<file path="src/rtl/alu_req_pkg.sv">
// Shared types and the ALU reference function for the ALU request master.
// Holds the default widths, opcode map, command struct and FSM state encoding.
package alu_req_pkg;

    localparam int WIDTH = 16;
    localparam int OP_W  = 3;

    typedef enum logic [OP_W-1:0] {
        ADD = 3'b000,
        SUB = 3'b001,
        AND = 3'b010,
        OR  = 3'b011,
        XOR = 3'b100
    } alu_op_e;

    typedef struct packed {
        logic [WIDTH-1:0] a;
        logic [WIDTH-1:0] b;
        logic [OP_W-1:0]  op;
    } alu_cmd_t;

    typedef enum logic [1:0] {
        ST_IDLE  = 2'd0,
        ST_DRIVE = 2'd1,
        ST_RESP  = 2'd2
    } state_e;

    // Unused opcodes (101-111) yield zero; add/sub wrap with no carry.
    function automatic logic [WIDTH-1:0] alu_ref(input logic [WIDTH-1:0] a,
                                                 input logic [WIDTH-1:0] b,
                                                 input logic [OP_W-1:0]  op);
        logic [WIDTH-1:0] r;
        case (op)
            ADD:     r = a + b;
            SUB:     r = a - b;
            AND:     r = a & b;
            OR:      r = a | b;
            XOR:     r = a ^ b;
            default: r = '0;
        endcase
        return r;
    endfunction

endpackage

</file>
<file path="src/rtl/alu_cmd_fifo.sv">
// Synchronous command FIFO with registered occupancy count.
// A push while full is dropped even if a pop happens in the same cycle.
module alu_cmd_fifo
    import alu_req_pkg::*;
#(
    parameter type T     = alu_cmd_t,
    parameter int  DEPTH = 4
) (
    input  logic                       clk,
    input  logic                       rst,
    input  logic                       push,
    input  T                           wdata,
    input  logic                       pop,
    output T                           rdata,
    output logic                       full,
    output logic                       empty,
    output logic [$clog2(DEPTH+1)-1:0] count
);

    localparam int AW = $clog2(DEPTH);
    localparam int CW = $clog2(DEPTH+1);

    T               mem [DEPTH];
    logic [AW-1:0]  wr_ptr;
    logic [AW-1:0]  rd_ptr;
    logic           do_push;
    logic           do_pop;

    assign full    = (count == CW'(DEPTH));
    assign empty   = (count == '0);
    assign do_push = push && !full;
    assign do_pop  = pop && !empty;
    assign rdata   = mem[rd_ptr];

    always_ff @(posedge clk) begin
        if (do_push) mem[wr_ptr] <= wdata;
    end

    // DEPTH is a power of two, so the pointers wrap naturally.
    always_ff @(posedge clk or posedge rst) begin
        if (rst) begin
            wr_ptr <= '0;
            rd_ptr <= '0;
            count  <= '0;
        end else begin
            if (do_push) wr_ptr <= wr_ptr + 1'b1;
            if (do_pop)  rd_ptr <= rd_ptr + 1'b1;
            case ({do_push, do_pop})
                2'b10:   count <= count + 1'b1;
                2'b01:   count <= count - 1'b1;
                default: count <= count;
            endcase
        end
    end

endmodule

</file>
<file path="src/rtl/alu_req_master.sv">
// Buffers ALU commands, drives them to the ALU one at a time, returns results in order.
// Optional build macro ALU_SELFCHECK_EN adds a reference check feeding rsp_mismatch.
module alu_req_master
    import alu_req_pkg::*;
#(
    parameter int WIDTH      = alu_req_pkg::WIDTH,
    parameter int OP_W       = alu_req_pkg::OP_W,
    parameter int FIFO_DEPTH = 4
) (
    input  logic             clk,
    input  logic             rst,
    input  logic             cmd_valid,
    output logic             cmd_ready,
    input  logic [WIDTH-1:0] cmd_a,
    input  logic [WIDTH-1:0] cmd_b,
    input  logic [OP_W-1:0]  cmd_op,
    output logic [WIDTH-1:0] alu_a,
    output logic [WIDTH-1:0] alu_b,
    output logic [OP_W-1:0]  alu_op,
    input  logic [WIDTH-1:0] alu_result,
    output logic             rsp_valid,
    input  logic             rsp_ready,
    output logic [WIDTH-1:0] rsp_result,
    output logic [OP_W-1:0]  rsp_op,
    output logic             rsp_mismatch,
    output logic             busy
);

    // Handshakes: a transfer happens on a rising edge where valid && ready;
    // the source holds its payload stable while valid is high and ready is low.

    typedef struct packed {
        logic [WIDTH-1:0] a;
        logic [WIDTH-1:0] b;
        logic [OP_W-1:0]  op;
    } cmd_t;

    state_e                        state;
    cmd_t                          push_cmd;
    cmd_t                          head;
    logic                          fifo_full;
    logic                          fifo_empty;
    logic [$clog2(FIFO_DEPTH+1)-1:0] fifo_count;
    logic                          push;
    logic                          pop;
    logic                          mismatch_d;

    assign push_cmd  = '{a: cmd_a, b: cmd_b, op: cmd_op};
    assign cmd_ready = !fifo_full;
    assign push      = cmd_valid && cmd_ready;
    assign pop       = (state == ST_IDLE) && !fifo_empty;
    assign busy      = (state != ST_IDLE) || !fifo_empty;

    alu_cmd_fifo #(
        .T     (cmd_t),
        .DEPTH (FIFO_DEPTH)
    ) u_fifo (
        .clk   (clk),
        .rst   (rst),
        .push  (push),
        .wdata (push_cmd),
        .pop   (pop),
        .rdata (head),
        .full  (fifo_full),
        .empty (fifo_empty),
        .count (fifo_count)
    );

`ifdef ALU_SELFCHECK_EN
    logic [WIDTH-1:0] expected;
    assign expected   = alu_ref(alu_a, alu_b, alu_op);
    assign mismatch_d = (alu_result != expected);
`else
    assign mismatch_d = 1'b0;
`endif

    // DRIVE lasts exactly one cycle so the combinational ALU settles before capture.
    always_ff @(posedge clk or posedge rst) begin
        if (rst) begin
            state        <= ST_IDLE;
            alu_a        <= '0;
            alu_b        <= '0;
            alu_op       <= '0;
            rsp_valid    <= 1'b0;
            rsp_result   <= '0;
            rsp_op       <= '0;
            rsp_mismatch <= 1'b0;
        end else begin
            case (state)
                ST_IDLE: begin
                    if (!fifo_empty) begin
                        alu_a  <= head.a;
                        alu_b  <= head.b;
                        alu_op <= head.op;
                        state  <= ST_DRIVE;
                    end
                end
                ST_DRIVE: begin
                    rsp_result   <= alu_result;
                    rsp_op       <= alu_op;
                    rsp_mismatch <= mismatch_d;
                    rsp_valid    <= 1'b1;
                    state        <= ST_RESP;
                end
                ST_RESP: begin
                    if (rsp_ready) begin
                        rsp_valid    <= 1'b0;
                        rsp_mismatch <= 1'b0;
                        state        <= ST_IDLE;
                    end
                end
                default: state <= ST_IDLE;
            endcase
        end
    end

endmodule

</file>
<file path="config.mk">
export PLATFORM = sky130hd
export DESIGN_NAME = alu_req_master
export DESIGN_NICKNAME = d
export VERILOG_FILES = /design/src/rtl/alu_req_pkg.sv /design/src/rtl/alu_cmd_fifo.sv /design/src/rtl/alu_req_master.sv
export SDC_FILE = /design/constraint.sdc
export NUM_CORES = 1
export LEC_CHECK = 0
export BUFFER_PORTS_ARGS = -buffer_cell sky130_fd_sc_hd__buf_2
export CAP_MARGIN = 20
export CORE_ASPECT_RATIO = 1.1
export CORE_UTILIZATION = 51
export DETAILED_ROUTE_END_ITERATION = 8
export PLACE_DENSITY = 0.73
export SETUP_SLACK_MARGIN = 0.02
export SYNTH_ARGS = -nofsm -noshare
export SYNTH_HDL_FRONTEND = slang
export SYNTH_SLANG_ARGS = --single-unit
</file>
<file path="constraint.sdc">
create_clock -name clk -period 2.2 [get_ports clk]
set_clock_uncertainty 0.15 [all_clocks]
set_input_delay 0.22 -clock clk [delete_from_list [all_inputs] [get_ports clk]]
set_output_delay 0.22 -clock clk [all_outputs]
set_load 0.05 [all_outputs]
</file>
# Word level (Yosys, flattened, before mapping)
# Memories as Yosys holds them, arrays and structs flattened. A register that Yosys moved wholly into a read port is not among the register bits.
# Cells that the tools add are included.
# totals
reg_bits	30
n_memories	1
in_bits	55
ramBits	140
word_cells	45
# mem_list
name	words	word_bits	read_ports	rd_clocked_by_memory_dff	wr	line_no	rtl
u_fifo.mem	4	35	1	1	1	alu_cmd_fifo.sv:23	T mem [DEPTH];
# classes
n_addsub	4
mux	9
n_reduce_logical	15
n_eq_ne	7
bitwise_logic	1
# ops
operator	count
one-hot mux 2 bit (3 select lines)	1
one-hot mux 3 bit (2 select lines)	1
AND reduction 2 bit	3
nonzero test 2 bit	3
adder 2 x 1 -> 2 bit (second input constant)	2
== test 2 x 1 -> 1 bit (second input constant)	2
== test 2 bit (second input constant)	2
logical AND 1 bit	4
2-to-1 mux 2 bit	2
inequality test 2 bit (second input constant)	2
one-hot mux 1 bit (2 select lines)	2
adder 3 x 1 -> 3 bit (second input constant)	1
== test 3 bit (second input constant)	1
zero test 3 bit	1
2-to-1 mux 1 bit	3
subtractor 3 x 1 -> 3 bit (second input constant)	1
zero test 1 bit	2
zero test 2 bit	1
logical OR 1 bit	1
NOT 1 bit	1

# Longest topological paths before layout
# Gate-level depths: netlist of the first run.
# logic_depth
ltp_word	6
ltp_mapped	8
ltp_nobuf	7

# Modules after synthesis
# From an unflattened synthesis of the first run, not the netlist that was laid out.
# hier_totals
cells_unflattened	352
hier_area_um2	7707.4
# by_module_without_submodules
module	instances	area_each_um2	cells_per_inst
alu_cmd_fifo	1	5535.3	221
alu_req_master	1	2172.1	131

# Least setup slack after synthesis of the first run
# OpenSTA, ideal clock, no wires.
# synth_timing
path_kind	reg2reg
startpoint	register u_fifo.count[2]
endpoint	memory u_fifo.mem[0][0] (netlist bit), enable pin
setup_slack_ns	-0.428
path_buffers	1
t_arrival_ns	2.083
setup_ns	0.396
synth_period_minus_slack_ns	2.628
path_stages_with_launch	4
cell_sequence	dfrtp_1 > or3b_1 > clkbuf_1 > and3_1
# synth_via
elab_chain_len	6
# synth_lines
item	line_no	rtl
start, declared	alu_cmd_fifo.sv:17	output logic [$clog2(DEPTH+1)-1:0] count
start signal, assigned	alu_cmd_fifo.sv:49	2'b10: count <= count + 1'b1;
start signal, assigned	alu_cmd_fifo.sv:50	2'b01: count <= count - 1'b1;
start signal, assigned	alu_cmd_fifo.sv:51	default: count <= count;
== test 3 bit *	alu_cmd_fifo.sv:29	assign full = (count == CW'(DEPTH));
zero test 1 bit *	alu_req_master.sv:49	assign cmd_ready = !fifo_full;
net cmd_ready	alu_req_master.sv:13	output logic cmd_ready,
logical AND 1 bit	alu_req_master.sv:50	assign push = cmd_valid && cmd_ready;
logical AND 1 bit *	alu_cmd_fifo.sv:31	assign do_push = push && !full;
2-to-1 mux 1 bit *	alu_cmd_fifo.sv:36	if (do_push) mem[wr_ptr] <= wdata;
2-to-1 mux 1 bit (implied by the code) *	alu_cmd_fifo.sv:36	
end, declared	alu_cmd_fifo.sv:23	
# The timed path passes the listed nets; every way through them passes the cells marked *.

# Worst setup path after layout of the first run
# layout_timing
startpoint	register u_fifo.count[0]
endpoint	output port cmd_ready
# layout_via
elab_chain_len	2
# layout_lines
item	line_no
== test 3 bit	alu_cmd_fifo.sv:29
zero test 1 bit	alu_req_master.sv:49
end, declared	alu_req_master.sv:13
# Every way passes these cells.

==> results of run 1 <==
==> power by group <==
part	switching, mW	internal (mW)
sequential	0.534	5.34
clock	1.33	1.99
combinational	3.76	2.69
total	5.62	10.0
==> sequential cells by signal, indices dropped and copies added (netlist names), 2 cells and up <==
| name | cells |
|---|---|
| alu_a | 16 |
| alu_b | 16 |
| alu_op | 3 |
| rsp_op | 3 |
| rsp_result | 16 |
| state | 2 |
| u_fifo.count | 3 |
| u_fifo.mem | 140 |
| u_fifo.rd_ptr | 2 |
| u_fifo.wr_ptr | 2 |
==> kinds of logic after synthesis <==
family,Yosys count,synth area share [%]
AOI/OAI and AO/OA,2,0.1449
buffers and inverters,19,2.029
xor gates and xnor gates,6,0.6764
and+or+nand+nor,16,1.353
adders and majority gates,6,1.063
muxes,91,19.95
other,1,0.04827
DFF,204,74.73
==> per-stage QoR <==
| step | setup WS, ns | util [%] | power, mW |
|---|---|---|---|
| after global placement | 0.1696 | 59.08 | 12.12 |
| after CTS | 0.03304 | 67.25 | 15.76 |
| after detailed placement | 0.05792 | 59.08 | 12.32 |
| after global routing | 0.003451 | 67.49 | 16.40 |
| after floorplan | 0.02984 | - | 10.90 |
| final | 0.09956 | 67.49 | 15.65 |
==> what timing repair did <==
| item | in CTS | in global routing |
|---|---|---|
| setup endpoints to repair | 0 | 2 |
| endpoints found under the hold margin | 224 | 0 |
| hold buffers | 54 | 0 |
| setup buffers | 0 | 3 |
| gates resized for setup | 0 | 4 |
==> per-layer routing <==
layer | GRT usage, % | vias to the layer above
li1 | - | 1739
met5 | 0 | -
met1 | 24.88 | 1982
met2 | 31.28 | 115
met4 | 5.278 | 0
met3 | 3.516 | 16
==> final timing paths <==
kind	start	to	slack, ns
max reg2reg	u_fifo.count[0]$_DFFE_PP0P_	u_fifo.count[1]$_DFFE_PP0P_	0.11
min in group clk	cmd_a[12]	u_fifo.mem[0][31]$_DFFE_PP_	0.33
min reg2reg	rsp_result[14]$_DFFE_PP0P_	rsp_result[14]$_DFFE_PP0P_	0.35
max in group asynchronous	rst	u_fifo.rd_ptr[0]$_DFFE_PP0P_	1.37
min	rst	rsp_result[4]$_DFFE_PP0P_	0.23
max	u_fifo.count[0]$_DFFE_PP0P_	cmd_ready	0.1
==> critical path, cell delays in order (launching register included) <==
cell      delay, ns
dfrtp_2        0.44
or3b_1         0.42
buf_4          0.17
clkbuf_4       0.21
==> cell usage in the layout (no fill, tap or decap), types with 2 or more instances in the layout <==
cell / count
dfrtp_1: 60
nor2_1: 3
mux4_2: 28
mux2_4: 28
buf_4: 7
clkinv_2: 5
clkinv_1: 2
xor2_1: 2
mux4_1: 7
ha_1: 4
buf_12: 8
clkbuf_8: 4
nor3_4: 2
and3_2: 4
nand3b_1: 2
edfxtp_1: 140
clkbuf_1: 3
clkbuf_16: 21
xnor2_1: 4
buf_2: 110
inv_1: 3
dfrtp_2: 4
mux2_2: 28
dlygate4sd3_1: 54
==> final cells by class <==
cell class | count | area, µm² | share of cell area [%]
Sequential cell | 204 | 5811 | 58.90
Multi-Input combinational cell | 122 | 1834 | 18.59
Timing Repair Buffer | 180 | 1311 | 13.29
Clock buffer | 28 | 591.8 | 5.999
Tap cell | 192 | 240.2 | 2.435
Clock inverter | 8 | 62.56 | 0.6341
Inverter | 4 | 15.01 | 0.1522
==> synth_stat cells, drive strengths merged <==
master	instances	area, µm²
mux2	56	735.7
nor3	3	31.28
and3	4	25.02
ha	5	62.56
clkbuf	3	11.26
fa	1	20.02
nor2b	1	6.260
edfxtp	140	4204
or3b	1	8.760
nor2	3	11.26
xnor2	4	35.03
nand2	2	7.510
a31oi	1	6.260
buf	12	131.4
dfrtp	64	1602
nand3b	2	15.01
o21ai	1	5.000
mux4	35	814.5
inv	4	15.01
xor2	2	17.52
conb	1	3.750
==> results.txt, run 1 <==
Routed WL = 13840 µm
Syn Inst Count = 345
Setup violators final = 0
Clock tree buffer depth = 3
Crit path kind = reg2out
Diode count = 0
Iter 0 DRT Violations = 254
Total gr overflow = 0
CTS tree = yes
Final Hold Vio Count = 0
Full die area = 0.01573 mm²
Initial antenna violation count = 0
Met2 WL = 6949 µm
Static Leak = 3.840 nW
First drt pass iteration count = 4
Post-route non-filler standard cell count = 738
Syn_nets = 406
Share of cells above drive strength 1 = 46.70%
Fillers = 963
Top Layer Used = met4
Port-buffer cells = 111
HPWL Detailed = 8110 µm
WL/cell = 18.76 µm
CP Max Fanout = 5
Outcome = completed
Crit end category = output port
Via/cell ratio = 5.220
Fin crit share = 95.47%
NumNets Final = 593
Largest net degree at the start of global routing = 65
Reg2reg path depth = 5
Clock Root Buffer = clkbuf_16
Routability Congestion = 0.7217
Fmax = 0.4761 GHz
Rows = 46
Number of global-route vias before repair = 4086
Max IR drop VDD = 0.8024 mV
Min Clock Period, post-route = 2.100 ns
Syn_area_per_cell = 22.52 µm²
Worst Setup Start Kind = flip-flop
Met3 WL = 730 µm
Total placed cells including tap cells = 645
Met1 wire length = 5951 µm
Area growth from synthesis to layout = 26.99%
Number of buffers created by CTS = 20
Total Routing Usage GR = 18.61%
Pins Over Slew Limit = 0
Worst-path clk slew = 0.06 ns
Clock latency on the worst-skew pair = 0.48 ns
First-pass GRT wire length = 22370 µm
Final ANT Viol Nets = 0
YS warnings = 0
Die width = 119.7 µm
CP arrival = 1.73 ns
Hold WS = 0.2258 ns
H-tree depth = 1
Clock tree sinks = 204
Mapped Area = 0.007769 mm²
Final Cell Area = 0.009866 mm²
Distinct cells, synth = 29
RSZ-0062 raised after global routing = no
Starting Density = 53.14%
Post-route setup TNS = 0 ns
# DRC = 0
Core area = 0.01462 mm²
Hold Path Class = in2async
Cell Area, Placed = 0.008637 mm²
Sequential element share of the synthesized area = 74.73%
Max-cap violations = 0
Vias post-DR = 3852
Yosys reg bits = 204
PwrDens = 1586 mW/mm²
Chip height = 131.4 µm
Io pins = 113
Worst path required time = 1.83 ns
Power figures use the tool's default switching activity.
==> run 2: changes to the inputs <==
--- a/config.mk
+++ b/config.mk
@@ -5,10 +5,13 @@
 export SDC_FILE = /design/constraint.sdc
 export NUM_CORES = 1
 export LEC_CHECK = 0
+export ABC_AREA = 1
 export BUFFER_PORTS_ARGS = -buffer_cell sky130_fd_sc_hd__buf_2
 export CAP_MARGIN = 20
+export CELL_PAD_IN_SITES_DETAIL_PLACEMENT = 0
+export CELL_PAD_IN_SITES_GLOBAL_PLACEMENT = 1
 export CORE_ASPECT_RATIO = 1.1
-export CORE_UTILIZATION = 51
+export CORE_UTILIZATION = 40
 export DETAILED_ROUTE_END_ITERATION = 8
 export PLACE_DENSITY = 0.73
 export SETUP_SLACK_MARGIN = 0.02
==> run 2 against run 1 <==
First-iteration DRC count increased by 20%. Maximum frequency is 7.1% higher. Non-clock buffer count up 1. Routed wire length rose by 23%. Global-route usage fell by 2.5 points. Combinational power up 3%. Setup slack improved by 0.14 ns. Total power rose by 4.0%. Final cell count rose by 78%. Critical endpoint is now u_fifo.count[2]$_DFFE_PP0P_. Highest routed layer unchanged. Sequential share of layout area is 4.9 points lower. Critical path depth is 6 higher.
==> results.txt, run 2 <==
Initial antenna violation count = 1 (+1)
Max IR drop VDD = 0.6645 mV (-17%)
Routed WL = 17060 µm (+23%)
Fmax = 0.5100 GHz (+7.1%)
CP Max Fanout = 3 (-2)
Fin crit share = 89.12% (-6.4 points)
Crit path kind = reg2reg
Async set or reset register ratio after synthesis = 31.37% (unchanged)
Yosys top cell area share = 49.27% (-4.8 points)
Count leader, synth = nand2_1
Worst path required time = 2.43 ns (+0.60 ns)
Cell Area, Placed = 0.009413 mm² (+9.0%)
Dpl ws = 0.2326 ns (+0.1747 ns)
Static Leak = 5.232 nW (+36%)
Routability Congestion = 0.6725 (-6.8%)
Hold Path Class = in2async
Worst-path clk slew = 0.06 ns (about the same)
Clock Root Buffer = clkbuf_16
Syn_area_per_cell = 10.13 µm² (-55%)
Crit-path cells = nor2_4, nand2_2, nand2_4, inv_4, ha_1, fa_1, nand2_1, nand3_1, xor2_1
Number of global-route vias before repair = 5396 (+32%)
Worst path max stage delay = 0.44 ns (about the same)
Vias post-DR = 5604 (+45%)
PwrDens = 1514 mW/mm² (-4.5%)
Chip height = 155.2 µm (+18%)
Post-CTS setup buffer count = 0 (unchanged)
CP arrival = 2.19 ns (+0.46 ns)
Max FFs per register = 140 (unchanged)
Setup violators final = 0 (unchanged)
Clock tree buffer depth = 3 (unchanged)
Worst Setup Start Kind = flip-flop
Max-slew headroom = 46.67%
Combinational Power Share = 40.7% (-0.5 points)
Outcome = completed
Max-cap violations = 0 (unchanged)
Syn Inst Count = 842 (+140%)
Clock tree sinks = 204 (unchanged)
Io pins = 113 (unchanged)
Actual slew at the worst max-slew pin = 0.8000 ns
Total Routing Usage GR = 16.12% (-2.5 points)
Internal = 9.583 mW (-4.4%)
HPWL Detailed = 9662 µm (+19%)
Post-route setup TNS = 0 ns (unchanged)
Final Hold Vio Count = 0 (unchanged)
Final Cell Area = 0.01075 mm² (+9.0%)
Post-route non-filler standard cell count = 1314 (+78%)
# DRC = 0 (unchanged)
Most frequent cells in the layout = nand2_1, inv_1, edfxtp_1, buf_2, nand3_1
Final ANT Viol Nets = 0 (unchanged)
Die width = 141.3 µm (+18%)
Distinct cells, synth = 22 (-24%)
Critical path's slowest cell = dfrtp_1
Pins Over Slew Limit = 0 (unchanged)
Post-synth top cells = nand2_1, inv_1, edfxtp_1, nand3_1, dfrtp_1
Syn_nets = 903 (+120%)
Full die area = 0.02192 mm² (+39%)
RSZ-0062 raised after global routing = no
Most area-hungry cell type in the Yosys netlist = edfxtp_1
Mapped Area = 0.008533 mm² (+9.8%)
Share of cells above drive strength 1 = 17.02% (-30 points)
Min Clock Period, post-route = 1.961 ns (-0.1398 ns)
Worst Slack Setup Final = 0.2393 ns (+0.1398 ns)
WL/cell = 12.98 µm (-31%)
NumNets Final = 1074 (+81%)
Total gr overflow = 0 (unchanged)
Most common cell after layout, fill and taps aside = nand2_1
Number of buffers created by CTS = 22 (+10%)
Psw = 6.693 mW (+19%)
Most used DFF post-synth = edfxtp_1
Worst path buffer plus inverter count = 1 (-1)
Port-buffer cells = 111 (unchanged)
Area growth from synthesis to layout = 25.97%
Clk pwr share = 24.3% (+3.1 points)
Final Power = 16.28 mW (+4.0%)
Ranking of synthesized cells by area = edfxtp_1, dfrtp_1, nand2_1, inv_1, nand3_1
Number of synthesized flops with an enable pin = 140 (unchanged)
Core area = 0.02071 mm² (+42%)
Via/cell ratio = 4.265 (-18%)
Iter 0 DRT Violations = 304 (+20%)
Total placed cells including tap cells = 1220 (+89%)
H-tree depth = 1 (unchanged)
Rows = 55 (+20%)
Crit path max-delay family = adder cells
YS warnings = 0 (unchanged)
Crit end category = flip-flop
First-pass GRT wire length = 27580 µm (+23%)
Most flops, register = u_fifo.mem
Clock latency on the worst-skew pair = 0.49 ns (about the same)
First drt pass iteration count = 4 (unchanged)
Sequential element share of the synthesized area = 68.04% (-6.7 points)
Starting Density = 41.20% (-12 points)
Largest net degree at the start of global routing = 72 (+11%)
Fillers = 1855 (+93%)
Sequential share of power = 35.1% (-2.4 points)
Sw Ratio = 41.12% (+5.2 points)
CTS tree = yes
Yosys reg bits = 204 (unchanged)
## run 2: cell types whose count changed after synthesis, sizes merged, moves of 4 or more
| cell | previous run | this run |
|---|---|---|
| nor2 | 3 | 7 |
| nand2 | 2 | 350 |
| nand3 | 0 | 74 |
| mux2 | 56 | 0 |
| buf | 12 | 34 |
| mux4 | 35 | 0 |
| inv | 4 | 157 |
| and3 | 4 | 0 |
## run 2: cell type report
cell class              instances  area, µm²  area share, %
inverters                     158      599.3          5.576
diodes                          1      2.502        0.02328
clock inverters                10      175.2          1.630
multi-input cells             446       1911          17.77
flip-flops and latches        204       5808          54.03
well taps                     285      356.6          3.317
clock buffers                  29      618.1          5.750
repair buffers                181       1279          11.90
## run 2: power by group through the flow
stage	Clock (mW)	Sequential [mW]	Combinational [mW]
after global routing	4.20	5.83	7.36
after global placement	0	5.76	6.59
after detailed placement	0	5.78	6.65
after floorplan	0	7.46	3.42
after CTS	4.04	5.72	6.75
final	3.95	5.71	6.62
## run 2: layer usage
metal	vias up	part of all wire, %	global-route usage [%]
met2	104	50	29.18
met3	20	4.1	2.647
met5	-	0	0
met1	2558	45	20.00
met4	0	1.3	3.934
li1	2922	-	-
## run 2: kinds of logic (layout without fill, tap and decap cells)
kind of cell / after synthesis / count (layout) / synth area share (%)
buffers and inverters: 192 / 378 / 9.956
DFF: 204 / 204 / 68.04
AOI/OAI and AO/OA: 3 / 3 / 0.1759
other: 1 / 2 / 0.04395
and+or+nand+nor: 431 / 431 / 20.31
adders and majority gates: 6 / 6 / 0.9678
xor gates and xnor gates: 5 / 5 / 0.5133
## run 2: path summary, 6_finish.rpt
kind / start / to / slack, ns / depth (start not counted)
setup / recovery: u_fifo.count[0]$_DFFE_PP0P_ / u_fifo.count[2]$_DFFE_PP0P_ / 0.24 / 9
hold / removal: rst / rsp_op[0]$_DFFE_PP0P_ / 0.19 / 3
setup reg to reg: u_fifo.count[0]$_DFFE_PP0P_ / u_fifo.count[2]$_DFFE_PP0P_ / 0.24 / 9
hold reg to reg: rsp_result[14]$_DFFE_PP0P_ / rsp_result[14]$_DFFE_PP0P_ / 0.31 / 2
max in group asynchronous: rst / alu_b[11]$_DFFE_PP0P_ / 1.11 / 4
min in group clk: rsp_result[14]$_DFFE_PP0P_ / rsp_result[14]$_DFFE_PP0P_ / 0.31 / 2
## run 2: worst min-delay path, stage by stage
cell and delay [ns]:
dlygate4sd3_1 0.53, buf_2 0.13, clkinv_2 0.41
## run 2: repair_timing
action                                  in CTS  in global routing
endpoints found under the hold margin      186                  0
endpoints found under the setup margin       0                  0
resized for setup                            0                  0
hold buffers                                54                  0
## run 2: stage by stage
stage,hold WS [ns],utilization (%)
2_1_floorplan,0.1689,-
3_3_place_gp,0.1585,45.44
3_5_place_dp,0.1668,45.44
4_1_cts,0.1931,51.88
5_1_grt,0.2241,51.89
6_report,0.1896,51.89
==> run 3: changes to the inputs <==
--- a/config.mk
+++ b/config.mk
@@ -5,13 +5,12 @@
 export SDC_FILE = /design/constraint.sdc
 export NUM_CORES = 1
 export LEC_CHECK = 0
-export ABC_AREA = 1
 export BUFFER_PORTS_ARGS = -buffer_cell sky130_fd_sc_hd__buf_2
 export CAP_MARGIN = 20
 export CELL_PAD_IN_SITES_DETAIL_PLACEMENT = 0
 export CELL_PAD_IN_SITES_GLOBAL_PLACEMENT = 1
 export CORE_ASPECT_RATIO = 1.1
-export CORE_UTILIZATION = 40
+export CORE_UTILIZATION = 44
 export DETAILED_ROUTE_END_ITERATION = 8
 export PLACE_DENSITY = 0.73
 export SETUP_SLACK_MARGIN = 0.02
==> run 3 against run 2 <==
Final cell count decreased by 41%. First-iteration DRC count decreased by 57%. Critical path depth decreased by 4. Core utilization increased by 5.7 points. Non-clock buffer count decreased by 3. Die area decreased by 17%. Setup slack got worse by 0.18 ns. Critical path type unchanged.
==> results.txt, run 3 (synthesis results as in run 1) <==
Outcome = completed
Post-CTS setup buffer count = 0 (unchanged)
Worst path buffer plus inverter count = 0 (-1)
Min Clock Period, post-route = 2.139 ns (+0.1778 ns)
Most flops, register = u_fifo.mem
Met3 Use GR = 3.130% (+0.48 points)
Starting Density = 45.32% (+4.1 points)
Max-cap violations = 0 (unchanged)
Die width = 128.7 µm (-8.9%)
Core area = 0.01714 mm² (-17%)
First drt pass iteration count = 4 (unchanged)
WL/cell = 17.90 µm (+38%)
Max FFs per register = 140 (unchanged)
CP Max Fanout = 4 (+1)
Clock Root Buffer = clkbuf_16
Rows = 50 (-9.1%)
Routability Congestion = 0.6821 (+1.4%)
Dpl ws = 0.09691 ns (-0.1357 ns)
H-tree depth = 1 (unchanged)
Final Hold Vio Count = 0 (unchanged)
Number of buffers created by CTS = 21 (-4.5%)
Max IR drop VDD = 0.7000 mV (+5.3%)
Crit end category = flip-flop
Fillers = 1355 (-27%)
Clock latency on the worst-skew pair = 0.50 ns (about the same)
Pins Over Slew Limit = 0 (unchanged)
Setup violators final = 0 (unchanged)
Routed WL = 13960 µm (-18%)
RSZ-0062 raised after global routing = no
Max-slew headroom = 54.78% (+8.1 points)
Fmax = 0.4676 GHz (-8.3%)
Fin crit share = 97.20% (+8.1 points)
NumNets Final = 592 (-45%)
# DRC = 0 (unchanged)
Grt peak-use layer = met2
Worst Slack Setup Final = 0.06150 ns (-0.1778 ns)
Full die area = 0.01819 mm² (-17%)
Area growth from synthesis to layout = 27.09%
PwrDens = 1582 mW/mm² (+4.5%)
Number of global-route vias before repair = 4169 (-23%)
Post-route setup TNS = 0 ns (unchanged)
Share of cells above drive strength 1 = 45.60% (+29 points)
First-pass GRT wire length = 22010 µm (-20%)
Static Leak = 3.819 nW (-27%)
Vias post-DR = 3838 (-32%)
Most common cell after layout, fill and taps aside = edfxtp_1
Crit-path cells = or3b_1, nand2_2, ha_4, fa_1, mux2_2
Worst path max stage delay = 0.45 ns (about the same)
Diode count = 0 (-1)
Hold Path Class = in2async
Critical path's slowest cell = dfrtp_1
Initial antenna violation count = 0 (-1)
Chip height = 141.4 µm (-8.9%)
Worst path required time = 2.42 ns (about the same)
Total Routing Usage GR = 16.08% (-0.040 points)
Worst-path clk slew = 0.06 ns (about the same)
Most frequent cells in the layout = edfxtp_1, buf_2, dfrtp_1, dlygate4sd3_1
Port-buffer cells = 111 (unchanged)
Clock tree buffer depth = 3 (unchanged)
Crit path max-delay family = adder cells
Largest net degree at the start of global routing = 37 (-49%)
CP arrival = 2.35 ns (+0.16 ns)
Actual slew at the worst max-slew pin = 0.6783 ns (-0.1216 ns)
Worst Setup Start Kind = flip-flop
Met1 usage = 19.51% (-0.50 points)
Via/cell ratio = 4.921 (+15%)
HPWL Detailed = 8476 µm (-12%)
Iter 0 DRT Violations = 131 (-57%)
Total gr overflow = 0 (unchanged)
Crit path kind = reg2reg
Clock tree sinks = 204 (unchanged)
GR Util met2 = 28.39% (-0.79 points)
Final ANT Viol Nets = 0 (unchanged)
Io pins = 113 (unchanged)
CTS tree = yes
run 3: changes by cell type in the layout (fill, tap and decap cells not counted), moves of 4 or more:
cell,previous run,this run
mux4_1,0,7
inv_1,154,3
and3_2,0,4
mux2_4,0,28
nand2_1,346,1
nand3_1,74,0
mux2_2,0,28
nor2_4,5,0
clkbuf_1,4,8
mux4_2,0,28
run 3: power breakdown:
part,internal (mW),switching (mW)
registers,5.34,0.573
logic,2.60,3.68
clock network,2.04,1.38
run 3: final cells by class:
type	count	area [µm²]	share of cell area, %
flip-flops and latches	204	5808	58.83
repair buffers	178	1256	12.72
clock buffers	30	569.3	5.766
inverters	4	16.27	0.1647
multi-input cells	122	1834	18.58
well taps	234	292.8	2.965
clock inverters	8	96.34	0.9758
run 3: stage by stage:
stage	area, µm²	utilization, %	std cells	power (mW)	hold slack, ns
5_1_grt	9873	57.60	780	16.37	0.2399
6_report	9873	57.60	780	15.62	0.1906
4_1_cts	9867	57.56	780	15.83	0.1969
3_5_place_dp	8661	50.53	688	12.31	0.1639
3_3_place_gp	8661	50.53	688	12.12	0.1623
2_1_floorplan	7799	-	345	10.90	0.1689
run 3: timing repair:
action                     4_1_cts  5_1_grt
hold endpoints to repair       191        0
hold buffers                    54        0
setup endpoints to repair        0        1
gates resized for setup          0        1
run 3: worst paths after layout:
check                                            startpoint                      endpoint  slack [ns]  cells past startpoint
min in group clk                                  cmd_b[14]   u_fifo.mem[3][17]$_DFFE_PP_        0.32                      2
max in group asynchronous                               rst  u_fifo.rd_ptr[0]$_DFFE_PP0P_        1.12                      4
worst min-delay path                                    rst    rsp_result[11]$_DFFE_PP0P_        0.19                      3
worst max register to register  u_fifo.count[0]$_DFFE_PP0P_   u_fifo.count[1]$_DFFE_PP0P_        0.06                      5
worst max-delay path            u_fifo.count[0]$_DFFE_PP0P_   u_fifo.count[1]$_DFFE_PP0P_        0.06                      5
worst min register to register    rsp_result[5]$_DFFE_PP0P_     rsp_result[5]$_DFFE_PP0P_        0.35                      1
run 3: metal layers:
layer	wire length, µm	up-vias
li1	-	1739
met1	5692	1980
met2	7258	92
met3	654	27
met4	358	0
met5	0	-
run 3: tightest hold or removal path: cells and delay by family:
kind                   cells  cell delay, ns
buffers and inverters      3            1.07
